$ cat config.mk
export PLATFORM = sky130hd
export DESIGN_NAME = uart_tx
export DESIGN_NICKNAME = d
export VERILOG_FILES = /design/src/rtl/uart_tx_pkg.sv /design/src/rtl/uart_tx_bit_timer.sv /design/src/rtl/uart_tx.sv
export SDC_FILE = /design/constraint.sdc
export NUM_CORES = 1
export LEC_CHECK = 0
export ABC_AREA = 1
export BUFFER_PORTS_ARGS = -buffer_cell sky130_fd_sc_hd__buf_2
export CAP_MARGIN = 20
export CORE_MARGIN = 2
export CORE_UTILIZATION = 45
export CTS_CLUSTER_DIAMETER = 120
export CTS_CLUSTER_SIZE = 8
export DETAILED_ROUTE_END_ITERATION = 10
export PLACE_DENSITY = 0.65
export SETUP_SLACK_MARGIN = 0.3
export SLEW_MARGIN = 20
export SYNTH_ARGS = -nofsm -noshare
export SYNTH_HDL_FRONTEND = slang
export SYNTH_SLANG_ARGS = --single-unit
$ cat constraint.sdc
create_clock -name clk -period 1.45 [get_ports clk]
set_input_delay 0.29 -clock clk [delete_from_list [all_inputs] [get_ports clk]]
set_output_delay 0.29 -clock clk [all_outputs]
set_load 0.01 [all_outputs]
$ cat src/rtl/uart_tx_pkg.sv
// Shared definitions for the uart_tx serializer: FSM state encodings,
// serial line levels and a counter-width helper.
package uart_tx_pkg;

    // Frame states, 3-bit encoding shared by the FSM and anything decoding it.
    typedef enum logic [2:0] {
        ST_IDLE   = 3'd0,
        ST_START  = 3'd1,
        ST_DATA   = 3'd2,
        ST_PARITY = 3'd3,
        ST_STOP   = 3'd4
    } tx_state_e;

    // The line rests high between frames; the start bit pulls it low.
    localparam logic LINE_IDLE  = 1'b1;
    localparam logic LINE_START = 1'b0;

    // Counter width for a count of n: $clog2(n), never narrower than 1 bit.
    function automatic int unsigned ctr_width(input int unsigned n);
        return (n > 1) ? $clog2(n) : 1;
    endfunction

endpackage

$ cat src/rtl/uart_tx_bit_timer.sv
// Bit-period timer for uart_tx: tick marks the last cycle of each bit time.
// The count runs 0..CLKS_PER_BIT-1 and wraps, so bit boundaries recur every
// CLKS_PER_BIT cycles; clear realigns the count to the start of a frame.
module bit_timer
    import uart_tx_pkg::*;
#(
    parameter int unsigned CLKS_PER_BIT = 4
) (
    input  logic clk,
    input  logic rst,
    input  logic clear,
    output logic tick
);

    localparam int unsigned          CNT_W    = ctr_width(CLKS_PER_BIT);
    localparam logic [CNT_W-1:0]     CNT_LAST = CNT_W'(CLKS_PER_BIT - 1);

    logic [CNT_W-1:0] cnt;

    assign tick = (cnt == CNT_LAST);

    // Cycle counter: restart on clear or at each bit boundary, else advance.
    always_ff @(posedge clk or negedge rst) begin
        if (!rst) begin
            cnt <= '0;
        end else if (clear || tick) begin
            cnt <= '0;
        end else begin
            cnt <= cnt + 1'b1;
        end
    end

endmodule

$ cat src/rtl/uart_tx.sv
// Parallel-in, serial-out frame transmitter.
// Frame: start (0), DATA_W data bits LSB first, optional even parity, stop (1).
// Each bit is held CLKS_PER_BIT cycles. tx_ready is the only unregistered
// output; it is asserted whenever the FSM sits in IDLE.
//
// state     | meaning
// ----------+------------------------------------------------------------
// ST_IDLE   | line high, waiting for a valid/ready handshake
// ST_START  | driving the start bit (0) for one bit time
// ST_DATA   | driving shreg[0]; shifting right at each data-bit boundary
// ST_PARITY | driving the even-parity bit of the latched word
// ST_STOP   | driving the stop bit (1); tx_done pulses on its closing edge
module uart_tx
    import uart_tx_pkg::*;
#(
    parameter int unsigned DATA_W       = 8,
    parameter int unsigned CLKS_PER_BIT = 4,
    parameter int unsigned PARITY_EN    = 0
) (
    input  logic              clk,
    input  logic              rst,
    input  logic [DATA_W-1:0] tx_data,
    input  logic              tx_valid,
    output logic              tx_ready,
    output logic              tx_out,
    output logic              tx_busy,
    output logic              tx_done
);

    localparam int unsigned      IDX_W    = ctr_width(DATA_W);
    localparam logic [IDX_W-1:0] IDX_LAST = IDX_W'(DATA_W - 1);

    tx_state_e         state;
    tx_state_e         state_nx;
    logic [DATA_W-1:0] shreg;
    logic [DATA_W-1:0] shreg_nx;
    logic [DATA_W-1:0] shreg_shift;
    logic [IDX_W-1:0]  bit_idx;
    logic [IDX_W-1:0]  bit_idx_nx;
    logic              parity_bit;
    logic              parity_nx;
    logic              tx_out_nx;
    logic              done_nx;
    logic              handshake;
    logic              tick;

    assign tx_ready    = (state == ST_IDLE);
    assign handshake   = tx_valid && tx_ready;
    assign shreg_shift = shreg >> 1;

    // The bit timer is realigned on the handshake so the start bit gets a full
    // bit time regardless of where the free-running count was while idle.
    bit_timer #(
        .CLKS_PER_BIT (CLKS_PER_BIT)
    ) u_bit_timer (
        .clk   (clk),
        .rst   (rst),
        .clear (handshake),
        .tick  (tick)
    );

    // State, datapath and registered outputs.
    always_ff @(posedge clk or negedge rst) begin
        if (!rst) begin
            state      <= ST_IDLE;
            shreg      <= '0;
            bit_idx    <= '0;
            parity_bit <= 1'b0;
            tx_out     <= LINE_IDLE;
            tx_busy    <= 1'b0;
            tx_done    <= 1'b0;
        end else begin
            state      <= state_nx;
            shreg      <= shreg_nx;
            bit_idx    <= bit_idx_nx;
            parity_bit <= parity_nx;
            tx_out     <= tx_out_nx;
            tx_busy    <= (state_nx != ST_IDLE);
            tx_done    <= done_nx;
        end
    end

    // Next-state and next-output decode; the line value for the coming bit is
    // computed here so tx_out changes on the same edge as the state.
    always_comb begin
        state_nx   = state;
        shreg_nx   = shreg;
        bit_idx_nx = bit_idx;
        parity_nx  = parity_bit;
        tx_out_nx  = tx_out;
        done_nx    = 1'b0;

        unique case (state)
            ST_IDLE: begin
                tx_out_nx = LINE_IDLE;
                if (handshake) begin
                    state_nx   = ST_START;
                    shreg_nx   = tx_data;
                    parity_nx  = ^tx_data;
                    bit_idx_nx = '0;
                    tx_out_nx  = LINE_START;
                end
            end
            ST_START: begin
                if (tick) begin
                    state_nx   = ST_DATA;
                    bit_idx_nx = '0;
                    tx_out_nx  = shreg[0];
                end
            end
            ST_DATA: begin
                if (tick) begin
                    shreg_nx = shreg_shift;
                    if (bit_idx == IDX_LAST) begin
                        if (PARITY_EN != 0) begin
                            state_nx  = ST_PARITY;
                            tx_out_nx = parity_bit;
                        end else begin
                            state_nx  = ST_STOP;
                            tx_out_nx = LINE_IDLE;
                        end
                    end else begin
                        bit_idx_nx = bit_idx + 1'b1;
                        tx_out_nx  = shreg_shift[0];
                    end
                end
            end
            ST_PARITY: begin
                if (tick) begin
                    state_nx  = ST_STOP;
                    tx_out_nx = LINE_IDLE;
                end
            end
            ST_STOP: begin
                if (tick) begin
                    state_nx  = ST_IDLE;
                    tx_out_nx = LINE_IDLE;
                    done_nx   = 1'b1;
                end
            end
            default: begin
                state_nx  = ST_IDLE;
                tx_out_nx = LINE_IDLE;
            end
        endcase
    end

endmodule

==> results of run 1 <==
==> through the flow <==
step / util, % / setup slack [ns] / instance area (sq um)
floorplan: - / 0.2086 / 1056
global placement: 51.91 / 0.1535 / 1137
detailed placement: 51.91 / 0.1115 / 1137
CTS: 60.94 / 0.09861 / 1335
global route: 66.82 / 0.03279 / 1464
finish: 66.82 / 0.08145 / 1464
==> metal layers <==
metal  global-route usage (%)  routed length, microns  up-vias
met5                        0                       0        -
met4                    8.333                      61        0
met3                    3.448                      53        6
met2                    34.39                    1290       16
met1                    27.17                    1183      451
li1                         -                       -      488
==> synthesized netlist by cell type <==
cell type,instances
sky130_fd_sc_hd__nand2_1,34
sky130_fd_sc_hd__dfrtp_1,18
sky130_fd_sc_hd__inv_1,18
sky130_fd_sc_hd__nor2_1,13
sky130_fd_sc_hd__nand3_1,12
sky130_fd_sc_hd__o21ai_0,10
sky130_fd_sc_hd__o21ai_1,6
sky130_fd_sc_hd__a21oi_1,3
sky130_fd_sc_hd__ha_1,3
sky130_fd_sc_hd__inv_2,2
sky130_fd_sc_hd__nand2_2,2
sky130_fd_sc_hd__nand2_4,2
sky130_fd_sc_hd__nor2_4,2
sky130_fd_sc_hd__nor3_1,2
sky130_fd_sc_hd__o21ai_2,2
sky130_fd_sc_hd__buf_2,1
sky130_fd_sc_hd__buf_4,1
sky130_fd_sc_hd__buf_6,1
sky130_fd_sc_hd__dfstp_2,1
==> worst register-to-register path: cells and delay by family (launching register included) <==
kind | cells | cell delay [ns]
DFF | 1 | 0.42
buffers and inverters | 1 | 0.16
and+or+nand+nor | 6 | 0.66
==> timing repair <==
action,CTS,global route
hold buffers,1,0
hold endpoints to repair,18,0
cloned,2,0
buffers inserted,10,3
setup endpoints to repair,19,21
resized for setup,19,25
pin swaps,5,6
==> cell families after synthesis <==
group	synth area share (%)
compound gates	10.94
buf+inv	9.599
fa+ha+maj	3.646
flops	46.29
simple gates	29.53
==> cell usage in the layout (no fill, tap or decap), types with 3 or more instances in the layout <==
cell                       Yosys  layout
sky130_fd_sc_hd__nand2_2       2       7
sky130_fd_sc_hd__nand3_1      12       8
sky130_fd_sc_hd__buf_2         1      12
sky130_fd_sc_hd__nand2_1      34      26
sky130_fd_sc_hd__buf_6         1       4
sky130_fd_sc_hd__inv_2         2       3
sky130_fd_sc_hd__dfrtp_1      18      15
sky130_fd_sc_hd__o21ai_2       2       6
sky130_fd_sc_hd__clkbuf_4      0       3
sky130_fd_sc_hd__o21ai_1       6      11
sky130_fd_sc_hd__nor2_1       13      10
sky130_fd_sc_hd__nor2_4        2       5
sky130_fd_sc_hd__nand2_4       2       5
sky130_fd_sc_hd__inv_1        18      16
sky130_fd_sc_hd__dfrtp_2       0       3
sky130_fd_sc_hd__buf_4         1      10
==> state kept, by name, indices dropped and copies added, names as in the netlist <==
register         count
bit_idx              3
shreg                8
state                3
tx_busy              1
tx_done              1
tx_out               1
u_bit_timer.cnt      2
==> path summary, 6_finish.rpt <==
| kind | startpoint | to |
|---|---|---|
| max | state[1]$_DFF_PN0_ | tx_ready |
| min | tx_data[7] | shreg[7]$_DFFE_PN0P_ |
| max reg2reg | state[0]$_DFF_PN0_ | bit_idx[2]$_DFFE_PN0P_ |
| min reg2reg | u_bit_timer.cnt[0]$_DFF_PN0_ | u_bit_timer.cnt[0]$_DFF_PN0_ |
| max in group asynchronous | rst | state[1]$_DFF_PN0_ |
| min in group asynchronous | rst | u_bit_timer.cnt[0]$_DFF_PN0_ |
==> area by class of cell <==
| type | instances | area share (%) |
|---|---|---|
| well taps | 28 | 2.393 |
| multi-input cells | 93 | 43.25 |
| flip-flops and latches | 19 | 32.82 |
| inverters | 20 | 5.299 |
| clock inverters | 1 | 0.3419 |
| clock buffers | 3 | 1.538 |
| repair buffers | 28 | 14.36 |
==> power breakdown <==
part / internal, uW / total (uW) / switching (uW) / leakage (uW)
Combinational: 834 / 1960 / 1130 / 0.000481
Clock: 103 / 271 / 168 / 0.0000177
Sequential: 771 / 915 / 144 / 0.000236
Total: 1710 / 3150 / 1440 / 0.000734
==> run metrics, run 1 <==
clock root buffer=sky130_fd_sc_hd__clkbuf_4; number of max-capacitance violations reported=0; clock skew after layout=0.01125 ns; leakage power=0.0007342 uW; Placed Instances=172; cells along the critical path=inv_4 -> nand2_4 -> nor2_4 -> buf_6; effective utilization at floorplan=approximately 47%; final-layout setup total negative slack=0 ns; clock slew seen by the registers of the worst setup and hold paths=between 0.1 and 0.15 ns; final global-route overflow total=0; worst hold-check path type=in2reg; Max Fanout on Critical Path=2; DRC viols=0; overall die height=approximately 52 microns; cell with the largest stage delay on the worst path=sky130_fd_sc_hd__dfrtp_2; vias in the first global route=slightly above 900; sequential element share of the synthesized area=a little under half; CP startpoint kind=register; slew at the pin closest to its max-slew limit=about 0.45 ns; synthesized instance count=around 130; antenna-violating nets left=0; count of state elements after synthesis=19; type of element capturing the critical path=primary output; number of optimization iterations in the first detailed-route pass=4; setup repair after global routing missed its margin=yes; cell area after synthesis=1030 sq um; post-route worst hold slack=~0.24 ns; Crit Path Class=reg2out; post-route clock period utilization=between 90% and 100%; HPWL reported at the end of detailed placement=roughly 1500 microns; power per standard cell area=~2200 nW/um^2; Warnings, synthesis=0; worst-case headroom to the max-slew limit=a little over two thirds; first-pass GRT wire length=between 4000 and 5000 microns; num rows=17; antenna fix cells=0; final estimated routing congestion in global placement=a little over 0.8; overall die width=51.84 microns; worst skew pair latency=approximately 0.30 ns; total stage count of the critical path=4; per-cell via count in the routed design=5.005; total vias in the final route=roughly 960; maximum level of the CTS H-tree=1; final std cells w/o fill=between 150 and 200; Final #Nets=roughly 180; DIE AREA=approximately 2700 sq um; largest net degree at the start of global routing=20; number of buffers on the longest clock path=2; slack of the worst reg-to-reg path=about 0.12 ns; final critical path time including I/O delays and setup=between 1 and 1.5 ns; area share of the leading cell type in the synthesized netlist=43.74%; Total Routed Length=about 2600 microns; largest cells by area after synthesis=sky130_fd_sc_hd__dfrtp_1 (44%), sky130_fd_sc_hd__nand2_1 (12%), sky130_fd_sc_hd__inv_1 (6.6%); number of clock sinks seen by CTS=19; syn_nets=between 100 and 150; worst path bufs/invs=2; cell taking the most area after synthesis=sky130_fd_sc_hd__dfrtp_1; DRC marker count from the first detailed-route iteration=12; worst reg-to-reg path cell count=7; kind of cell with the highest combined delay on the critical path=flip-flops; Fill cells=around 190; Power, Total=between 3000 and 4000 uW; Multi-input gate area=roughly 630 sq um; routed wire length per instance=roughly 13 microns; proportion of layout cells with a drive suffix above 1=around 44%; maximum frequency from static timing analysis=roughly 730 MHz; Hold Violations, Final=0; IO buf count=14; number of top-level pins=15; signed area change from the synthesized netlist to the final layout=42.16%; number of unique standard cell types used by synthesis=19; CTS tree=built; number of buffers inserted during clock tree synthesis=3; delay contributed by the slowest stage of the critical path=0.45 ns; Peak VDD IR=between 0.001 and 0.0015 V; run status=completed; cell count of the worst hold path=3; count of endpoints failing setup in the final report=0; GRT Total Usage=about a fifth; crit path DAT=1.08 ns; number of antenna violations at the first check in global routing=0; CP Data Required Time=roughly 1.2 ns; footprint of the flip-flops and latches=slightly below 500 sq um; per-instance average area after synthesis=~7.7 sq um; final count of pins violating max slew=0; core region area=about 2200 sq um
Power figures use the tool's default switching activity.
==> run 2, diff against run 1 <==
- ABC_AREA: 1 -> not set
- PLACE_DENSITY: 0.65 -> 0.66
- clock period: 1.45 -> 1.6 ns (I/O delays scaled with it)
==> run 2 against run 1 <==
Compared with the run above:
- cell count fell by 32%
- sequential cell count unchanged
- first-iteration DRC count fell by 67%
- global-route usage is 6.0 points lower
- setup slack got worse by 0.0050 ns
- clock skew shrank 0.0042 ns
==> run metrics, run 2 <==
delay contributed by the slowest stage of the critical path=0.47 ns (+0.02 ns); DRC marker count from the first detailed-route iteration=4 (-8); maximum frequency from static timing analysis=between 600 and 700 MHz; Most used DFF post-synth=sky130_fd_sc_hd__dfrtp_1; area share of the leading cell type in the synthesized netlist=47.24% (+3.5 points); most frequent CP cell=sky130_fd_sc_hd__mux2_2; count of endpoints failing setup in the final report=0 (unchanged); DIE AREA=2503 sq um (-6.8%); Total Routed Length=1721 microns (-34%); number of unique standard cell types used by synthesis=32 (+13); core region area=1982 sq um (-9.5%); footprint of the flip-flops and latches=479.2 sq um (-0.26%); leading cell type by number of instances after synthesis=sky130_fd_sc_hd__dfrtp_1; GRT Total Usage=14.92% (-6.0 points); maximum level of the CTS H-tree=1 (unchanged); routed wire length per instance=13.14 microns (-2.5%); largest net degree at the start of global routing=20 (unchanged); Final #Nets=119 (-34%); Warnings, synthesis=0 (unchanged); Util after Layout=62.56% (-4.3 points); combinational group share of total power=49.6% (-13 points); per-cell via count in the routed design=5.237 (+4.6%); Fill cells=164 (-12%); Power, Total=2157 uW (-32%); number of antenna violations at the first check in global routing=0 (unchanged); post-route clock period utilization=about 95%; syn_nets=91 (-38%); Crit Path Class=reg2reg; sequential share of power=39.5% (+11 points); highest-count cells in the layout ignoring fill and taps=sky130_fd_sc_hd__dfrtp_1 (16), sky130_fd_sc_hd__buf_2 (13), sky130_fd_sc_hd__mux2_2 (12), sky130_fd_sc_hd__buf_4 (9); cell area after synthesis=953.4 sq um (-7.4%); fraction of power spent switching nets=34.26% (-12 points); CP startpoint kind=register; final global-route overflow total=0 (unchanged); proportion of layout cells with a drive suffix above 1=51.92% (+8.0 points); number of clock sinks seen by CTS=19 (unchanged); CP Data Required Time=1.78 ns (+0.62 ns); IO buf count=14 (unchanged); Max Fanout on Critical Path=5 (+3); kind of cell with the highest combined delay on the critical path=multiplexers; worst hold-check path type=in2reg; clock skew after layout=0.007040 ns (-0.004207 ns); cell taking the most area after synthesis=sky130_fd_sc_hd__dfrtp_1; total vias in the final route=686 (-29%); cell with the largest stage delay on the worst path=sky130_fd_sc_hd__dfrtp_2; Async S/R FF share, synth=100.0% (unchanged); Hold Violations, Final=0 (unchanged); final count of pins violating max slew=0 (unchanged); cells along the critical path=nor3b_4 -> buf_4 -> mux2_2 -> mux2_2; first-pass GRT wire length=2870 microns (-30%); overall die width=50.03 microns (-3.5%); largest registers=shreg x8, bit_idx x3, state x3; max FFs per register=8 (unchanged); number of optimization iterations in the first detailed-route pass=4 (unchanged); DRC viols=0 (unchanged); vias in the first global route=644 (-29%); final-layout setup total negative slack=0 ns (unchanged); signed area change from the synthesized netlist to the final layout=30.05%; overall die height=50.03 microns (-3.5%); EDFF count, synth=0 (unchanged); per-instance average area after synthesis=12.38 sq um (+60%); final estimated routing congestion in global placement=0.7042 (-14%); run status=completed; worst skew pair latency=0.29 ns (about the same); CTS tree=built; number of max-capacitance violations reported=0 (unchanged); final critical path time including I/O delays and setup=1.524 ns; leakage power=0.0005413 uW (-26%); clock root buffer=sky130_fd_sc_hd__clkbuf_4; count of state elements after synthesis=19 (unchanged); slew at the pin closest to its max-slew limit=0.4264 ns (-0.02806 ns); most common cell after layout, fill and taps aside=sky130_fd_sc_hd__dfrtp_1; worst path bufs/invs=1 (-1); setup repair after global routing missed its margin=yes; power spent charging and discharging nets=739.0 uW (-49%); type of element capturing the critical path=register; clock slew seen by the registers of the worst setup and hold paths=0.11 ns (about the same); number of buffers on the longest clock path=2 (unchanged); Peak VDD IR=0.0009610 V (-25%); number of buffers inserted during clock tree synthesis=3 (unchanged); effective utilization at floorplan=48.11% (+1.1 points); largest reg by FF count=shreg; largest cells by area after synthesis=sky130_fd_sc_hd__dfrtp_1 (47%), sky130_fd_sc_hd__mux2_2 (14%), sky130_fd_sc_hd__ha_1 (3.9%); Internal Dissipation=1418 uW (-17%); antenna fix cells=0 (unchanged); Multi-input gate area=493.0 sq um (-22%); crit path DAT=1.70 ns (+0.62 ns); relative contribution of the clock network to total power=10.9% (+2.3 points); worst-case headroom to the max-slew limit=71.57% (+1.9 points); synthesized instance count=77 (-42%); antenna-violating nets left=0 (unchanged); commonest cells in the synthesized netlist=sky130_fd_sc_hd__dfrtp_1 (18), sky130_fd_sc_hd__mux2_2 (12), sky130_fd_sc_hd__a21oi_1 (4); sequential element share of the synthesized area=50.00% (+3.7 points); number of top-level pins=15 (unchanged); power per standard cell area=1740 nW/um^2 (-19%); num rows=16 (-1); HPWL reported at the end of detailed placement=1202 microns (-18%)
run 2: timing repair:
item / 4_1_cts / 5_1_grt
endpoints found under the hold margin: 18 / 0
resized for setup: 11 / 4
endpoints found under the setup margin: 15 / 16
hold buffers: 1 / 0
buffers inserted: 2 / 0
pin swaps: 8 / 4
run 2: cell type report:
| cell class | instances | share of cell area [%] |
|---|---|---|
| clock buffers | 4 | 2.119 |
| inverters | 3 | 0.9082 |
| multi-input cells | 51 | 39.76 |
| flip-flops and latches | 19 | 38.65 |
| well taps | 27 | 2.725 |
| repair buffers | 27 | 15.84 |
run 2: worst min-delay path, cell delays in order:
cell and delay [ns]:
sky130_fd_sc_hd__buf_2 0.08, sky130_fd_sc_hd__nand3_1 0.07, sky130_fd_sc_hd__o21ai_0 0.07
run 2: cell families after synthesis:
| family | after synthesis | synth area share, % |
|---|---|---|
| mux | 16 | 18.90 |
| simple gates | 19 | 14.44 |
| buf+inv | 7 | 3.674 |
| flops | 19 | 50.00 |
| fa+ha+maj | 3 | 3.937 |
| compound gates | 13 | 9.056 |
run 2: path summary, 6_finish.rpt:
path,slack (ns),cells past startpoint,end,from
worst min register to register,0.44,1,u_bit_timer.cnt[0]$_DFF_PN0_,u_bit_timer.cnt[0]$_DFF_PN0_
min in group asynchronous,0.49,2,state[2]$_DFF_PN0_,rst
worst max-delay path,0.08,4,shreg[1]$_DFFE_PN0P_,state[0]$_DFF_PN0_
worst min-delay path,0.28,3,shreg[7]$_DFFE_PN0P_,tx_data[7]
max in group asynchronous,0.78,2,tx_out$_DFFE_PN1P_,rst
worst max register to register,0.08,4,shreg[1]$_DFFE_PN0P_,state[0]$_DFF_PN0_
run 2: through the flow:
stage | area (sq um) | std cells | hold slack (ns) | setup WS (ns)
detailed placement | 1115 | 124 | 0.2896 | 0.04658
CTS | 1216 | 131 | 0.2699 | 0.06889
global route | 1240 | 131 | 0.3005 | 0.008307
floorplan | 969.7 | 77 | 0.02441 | 0.08487
finish | 1240 | 131 | 0.2784 | 0.07648
global placement | 1115 | 124 | 0.2855 | 0.04724
run 2: power by group through the flow:
stage | clock network [uW] | registers, uW | logic, uW
finish | 236 | 852 | 1070
global route | 271 | 881 | 1170
CTS | 247 | 842 | 1040
detailed placement | 0 | 839 | 927
global placement | 0 | 832 | 909
floorplan | 0 | 810 | 685
run 2: per-layer routing:
| layer | wire, microns | track usage, % | vias to the layer above |
|---|---|---|---|
| met3 | 55 | 2.727 | 0 |
| li1 | - | - | 335 |
| met5 | 0 | 0 | - |
| met2 | 832 | 22.59 | 13 |
| met4 | 0 | 4.167 | 0 |
| met1 | 833 | 21.62 | 338 |
